## src/rtl/answer_pkg.sv

```systemverilog
// Shared widths, defaults and FSM state codes for the answer register poller.
package answer_pkg;

  localparam int unsigned ADDR_W      = 5;
  localparam int unsigned BYTE_W      = 8;
  localparam int unsigned N_WORDS_DEF = 18;
  localparam logic [BYTE_W-1:0] HDR_DEF = 8'hA5;

  typedef logic [1:0] state_t;

  localparam state_t ST_IDLE = 2'd0;
  localparam state_t ST_POLL = 2'd1;
  localparam state_t ST_SEND = 2'd2;
  localparam state_t ST_FIN  = 2'd3;

endpackage

```

## src/rtl/frame_tx_mux.sv

```systemverilog
// Frame byte selector (header, payload, checksum) with the valid/ready output register.
module frame_tx_mux
  import answer_pkg::*;
#(
  parameter int unsigned       N_WORDS = N_WORDS_DEF,
  parameter logic [BYTE_W-1:0] HDR     = HDR_DEF
) (
  input  logic                            clk,
  input  logic                            rst,
  input  logic                            i_load,
  input  logic [N_WORDS-1:0][BYTE_W-1:0]  i_frame,
  input  logic [BYTE_W-1:0]               i_chk,
  input  logic                            i_tx_ready,
  output logic [BYTE_W-1:0]               o_tx_data,
  output logic                            o_tx_valid,
  output logic                            o_last_c
);

  localparam int unsigned IDX_W = 6;
  localparam logic [IDX_W-1:0] LAST_IDX = IDX_W'(N_WORDS + 1);

  logic [IDX_W-1:0]  r_idx;
  logic [BYTE_W-1:0] r_data;
  logic              r_valid;
  logic [IDX_W-1:0]  w_sel_idx;
  logic [BYTE_W-1:0] w_byte;
  logic              w_xfer;

  assign w_xfer = r_valid & i_tx_ready;

  // Byte 0 is the header, 1..N_WORDS the payload, the final index the checksum.
  always_comb begin
    w_sel_idx = i_load ? '0 : r_idx + IDX_W'(1);
    w_byte    = HDR;
    if (w_sel_idx == LAST_IDX) w_byte = i_chk;
    for (int unsigned i = 0; i < N_WORDS; i++) begin
      if (w_sel_idx == IDX_W'(i + 1)) w_byte = i_frame[i];
    end
  end

  always_ff @(posedge clk or negedge rst) begin
    if (!rst) begin
      r_idx   <= '0;
      r_data  <= '0;
      r_valid <= 1'b0;
    end else if (i_load) begin
      r_idx   <= '0;
      r_data  <= w_byte;
      r_valid <= 1'b1;
    end else if (w_xfer) begin
      if (r_idx == LAST_IDX) begin
        r_valid <= 1'b0;
      end else begin
        r_idx  <= w_sel_idx;
        r_data <= w_byte;
      end
    end
  end

  assign o_tx_data  = r_data;
  assign o_tx_valid = r_valid;
  assign o_last_c   = w_xfer & (r_idx == LAST_IDX);

endmodule

```

## src/rtl/answer_poller.sv

```systemverilog
// Polls the answer register window into a frame buffer and streams it out as
// header, payload and checksum over a valid/ready byte interface.
module answer_poller
  import answer_pkg::*;
#(
  parameter int unsigned       N_WORDS = N_WORDS_DEF,
  parameter int unsigned       RD_LAT  = 1,
  parameter logic [BYTE_W-1:0] HDR     = HDR_DEF
) (
  input  logic              clk,
  input  logic              rst,
  input  logic              start,
  output logic [ADDR_W-1:0] addr,
  input  logic [BYTE_W-1:0] data,
  output logic [BYTE_W-1:0] tx_data,
  output logic              tx_valid,
  input  logic              tx_ready,
  output logic              busy,
  output logic              done,
  output logic [BYTE_W-1:0] frame_cnt
);

  localparam int unsigned WAIT   = RD_LAT + 1;
  localparam int unsigned WCNT_W = $clog2(WAIT) + 1;

  state_t                          r_state;
  state_t                          w_state_nxt;
  logic [ADDR_W-1:0]               r_addr;
  logic [WCNT_W-1:0]               r_wait;
  logic [BYTE_W-1:0]               r_chk;
  logic [N_WORDS-1:0][BYTE_W-1:0]  r_frame;
  logic                            r_busy;
  logic                            r_done;
  logic [BYTE_W-1:0]               r_frame_cnt;
  logic                            w_cap;
  logic                            w_last_word;
  logic                            w_send_load;
  logic                            w_last_xfer;

  // Capture on the final edge of each address hold window.
  assign w_cap       = (r_state == ST_POLL) && (r_wait == WCNT_W'(WAIT - 1));
  assign w_last_word = (r_addr == ADDR_W'(N_WORDS - 1));
  assign w_send_load = w_cap & w_last_word;

  always_ff @(posedge clk or negedge rst) begin
    if (!rst) r_state <= ST_IDLE;
    else      r_state <= w_state_nxt;
  end

  always_comb begin
    w_state_nxt = r_state;
    case (r_state)
      ST_IDLE: if (start)       w_state_nxt = ST_POLL;
      ST_POLL: if (w_send_load) w_state_nxt = ST_SEND;
      ST_SEND: if (w_last_xfer) w_state_nxt = ST_FIN;
      ST_FIN:                   w_state_nxt = ST_IDLE;
      default:                  w_state_nxt = ST_IDLE;
    endcase
  end

  always_ff @(posedge clk or negedge rst) begin
    if (!rst) begin
      r_addr      <= '0;
      r_wait      <= '0;
      r_chk       <= '0;
      r_busy      <= 1'b0;
      r_done      <= 1'b0;
      r_frame_cnt <= '0;
    end else begin
      r_done <= 1'b0;
      case (r_state)
        ST_IDLE: begin
          if (start) begin
            r_busy <= 1'b1;
            r_addr <= '0;
            r_wait <= '0;
            r_chk  <= '0;
          end
        end
        ST_POLL: begin
          if (w_cap) begin
            r_chk  <= r_chk + data;
            r_wait <= '0;
            if (!w_last_word) r_addr <= r_addr + ADDR_W'(1);
          end else begin
            r_wait <= r_wait + WCNT_W'(1);
          end
        end
        ST_FIN: begin
          r_done      <= 1'b1;
          r_busy      <= 1'b0;
          r_addr      <= '0;
          r_frame_cnt <= r_frame_cnt + BYTE_W'(1);
        end
        default: ;
      endcase
    end
  end

  // Buffer contents are don't-care after reset, so no reset branch here.
  for (genvar g = 0; g < N_WORDS; g++) begin : g_frame
    always_ff @(posedge clk) begin
      if (w_cap && (r_addr == ADDR_W'(g))) r_frame[g] <= data;
    end
  end

  frame_tx_mux #(
    .N_WORDS (N_WORDS),
    .HDR     (HDR)
  ) u_tx_mux (
    .clk        (clk),
    .rst        (rst),
    .i_load     (w_send_load),
    .i_frame    (r_frame),
    .i_chk      (r_chk),
    .i_tx_ready (tx_ready),
    .o_tx_data  (tx_data),
    .o_tx_valid (tx_valid),
    .o_last_c   (w_last_xfer)
  );

  assign addr      = r_addr;
  assign busy      = r_busy;
  assign done      = r_done;
  assign frame_cnt = r_frame_cnt;

endmodule

```

## config.mk

```make
export PLATFORM = sky130hd
export DESIGN_NAME = answer_poller
export DESIGN_NICKNAME = d
export VERILOG_FILES = /design/src/rtl/answer_pkg.sv /design/src/rtl/frame_tx_mux.sv /design/src/rtl/answer_poller.sv
export SDC_FILE = /design/constraint.sdc
export NUM_CORES = 1
export LEC_CHECK = 0
export CAP_MARGIN = 40
export CORE_MARGIN = 10
export CORE_UTILIZATION = 30
export DETAILED_ROUTE_END_ITERATION = 10
export GPL_ROUTABILITY_DRIVEN = 0
export PLACE_DENSITY_LB_ADDON = 0.2
export SLEW_MARGIN = 15
export SYNTH_ARGS = -nofsm -noshare
export SYNTH_HDL_FRONTEND = slang
export SYNTH_SLANG_ARGS = --single-unit
```

## constraint.sdc

```tcl
create_clock -name clk -period 6.4 [get_ports clk]
set_clock_uncertainty 0.2 [all_clocks]
set_input_delay 0.96 -clock clk [delete_from_list [all_inputs] [get_ports clk]]
set_output_delay 0.96 -clock clk [all_outputs]
set_load 0.02 [all_outputs]
```

==> qor.txt <==
Outcome: finished clean
Pwr dens: 421.0 mW/mm^2
H-tree lvl count: 4
#FFs+latches synth: 186
Mean Syn Cell Area: 12.66 um^2
Fill cell count: 2706
Final #Nets: 761
Via count: 6088
Post-synth EDFFs: 144
Setup Viol. Count Final: 0
Final Hold Fails: 0
Synth cell count leaders: edfxtp_1 (144), nand2_1 (56), nor2_1 (54)
Relative slew margins: 38.68%
Clk buf depth: 2
Worst-skew pair later-pin latency: 0.44 ns
Mapped Area: 0.008483 mm^2
Num rows: 61
Slew Viols, Final: 0
Starting DRT DRC Count: 733
Vias in the first global route: 6274
Die ar.: 0.03540 mm^2
IO Pins: 36
DR WL/cell: 24.23 um
Hold Path Class: in2async
Post-synth top area cell: edfxtp_1
Clk root buf: clkbuf_16
Critical path, cell by cell: buf_4 -> ha_1 -> buf_4 -> clkinv_1 -> nor2_1 -> buf_4 -> nand3_2 -> o22ai_1 -> nor4_1 -> nand3_1 -> a31oi_1
Setup repair bufs after CTS: 0
Slew of the pin with the lowest slew margin: 0.8967 ns
Area fraction of the dominant cell type after synthesis: 50.97%
Vias per inst: 5.441
Total wire length: 27110 um
Cts hold-fix bufs: 0
Ys flop type: edfxtp_1
Port bufs: 35
First-pass GRT wire length: 40910 um
Crit path time final: 3.898 ns
Fin Hold WS: 0.2593 ns
Post-DRT Antenna Nets: 0
Worst reg2reg setup slack: 2.50 ns
Chip Width: 188.2 um
Gr ovfl total: 0
Startpoint types: flip-flop
Ant diodes: 0
Synth warn: 0
Asr flop ratio synth: 22.58%
Seq/Total Area, Yosys: 63.36%
Critical-path maximum fanout: 27
Period utilization: 60.91%
Slowest CP cell: nor2_1
Starting density of the core: 30.45%
Top cells by area, synth: edfxtp_1 (51%), dfrtp_1 (12%), ha_1 (2.8%)
Peak VDD IR: 214.0 uV
Initial antenna violation count: 0
Static Leak: 0.003526 uW
CTS Buf Count: 17
Top-count cell post-synth: edfxtp_1
PostCTS Resize Cnt: 0
RSZ-0062 raised after global routing: false
Layout area overhead: 17.39%
Post-DP HPWL: 19500 um
Synthesized instance count: 670
Global router's overall resource usage: 15.29%
Maximum Capacitance Violations: 0
Layout cells sized above 1: 11.74%
Max frequency: 256.5 MHz
Reg-to-Reg Start: u_tx_mux.r_idx[0]
Largest net degree at the start of global routing: 28
DR pass1 iterations: 5
Clock slew at reported path FFs: 0.07 ns
Clock Sink Count: 186
# DRC: 0
Arr. time, crit path: 3.97 ns
Critical path origin: u_tx_mux.r_idx[0]
CP Class: reg2reg
Distinct cells, synth: 84
Worst endpoint required time: 6.48 ns
Crit path largest cell delay: 0.56 ns
CTS tree: yes
Fin Setup TNS: 0 ns
CP endpoint kind: flip-flop
Syn_nets: 702
Critical path's most frequent cell: buf_4
Die Y: 188.2 um
CORE AREA: 0.02786 mm^2
## registers in the layout, indices dropped and copies added, names as in the netlist
register / cells
r_chk: 8
busy: 1
u_tx_mux.o_tx_data: 8
r_frame: 144
u_tx_mux.r_idx: 6
u_tx_mux.o_tx_valid: 1
frame_cnt: 8
r_wait: 2
r_state: 2
addr: 5
done: 1
## final cells by class
type,count,area [um^2],share of cell area [%]
Tap cell,378,473.0,4.749
Sequential cell,186,5375,53.98
Clock buffer,19,432.9,4.347
Timing Repair Buffer,65,578.1,5.805
Inverter,12,45.04,0.4523
Multi-Input combinational cell,447,2929,29.41
Clock inverter,12,125.1,1.256
## kinds of logic after synthesis
family                   share of synthesized area [%]
buffers and inverters                            2.183
AND/OR/NAND/NOR                                  13.41
adder cells (fa/ha/maj)                          3.038
XOR/XNOR                                         1.755
multiplexers                                     1.342
flip-flops                                       63.36
AO/OA/AOI/OAI                                    14.91
## routing by layer
metal	vias to the layer above	part of all wire, %	GRT usage (%)
li1	2712	-	-
met1	3063	44	19.81
met2	268	47	24.10
met3	45	7.6	4.267
met4	0	2.2	4.985
met5	-	0	0
## path summary, 6_finish.rpt
check,endpoint,cells after the start
min in group clk,frame_cnt[7],1
worst max register to register,u_tx_mux.o_tx_data[0],11
worst max-delay path,u_tx_mux.o_tx_data[0],11
worst min-delay path,addr[3],1
worst min register to register,frame_cnt[7],1
max in group asynchronous,u_tx_mux.o_tx_data[4],2
## report_power, final
group,switching [uW],total (uW),leakage (uW),internal (uW)
registers,107,1480,0.00182,1380
clock network,460,1030,0.000262,571
logic,1100,1680,0.00144,578
total,1670,4190,0.00353,2530
## through the flow
step / total power (uW) / setup WS [ns] / area, um^2 / cells / utilization [%]
6_report: 4193 / 2.502 / 9958 / 1119 / 35.75
5_1_grt: 4383 / 2.183 / 9958 / 1119 / 35.75
4_1_cts: 4164 / 2.557 / 9946 / 1117 / 35.70
3_5_place_dp: 3138 / 2.520 / 9388 / 1086 / 33.70
3_3_place_gp: 3115 / 2.509 / 9288 / 1074 / 33.34
2_1_floorplan: 2599 / 3.443 / 8483 / 670 / -
## worst max-delay path, delay by kind of cell, from the launching register on
family	cells	cell delay (ns)
flip-flops	1	0.36
buffers and inverters	4	1.10
adder cells (fa/ha/maj)	1	0.43
AND/OR/NAND/NOR	4	1.06
AO/OA/AOI/OAI	2	0.57
## layout by cell type (no fill, tap or decap), types with 4 or more instances in the layout
cell type and count:
nor4_1 4, edfxtp_1 144, mux2_2 4, o21ai_1 5
clkinv_1 5, nor3_1 27, o21a_1 4, o21ai_0 26
o211ai_1 7, clkbuf_16 17, clkdlybuf4s50_1 34, buf_4 27
nor2_1 54, a31oi_1 5, nand3_1 15, a211oi_1 4
o32ai_1 8, o22ai_1 21, o221ai_1 7, nor2b_1 7
a22oi_1 7, xor2_1 8, ha_1 19, inv_1 9
a22o_1 7, dfrtp_1 42, and3_1 4, nand4_1 9
a21oi_1 33, a21o_1 10, xnor2_1 9, mux2i_1 4
nand2b_1 8, nand2_1 56
Note: power is estimated with default switching activity, not from simulation.
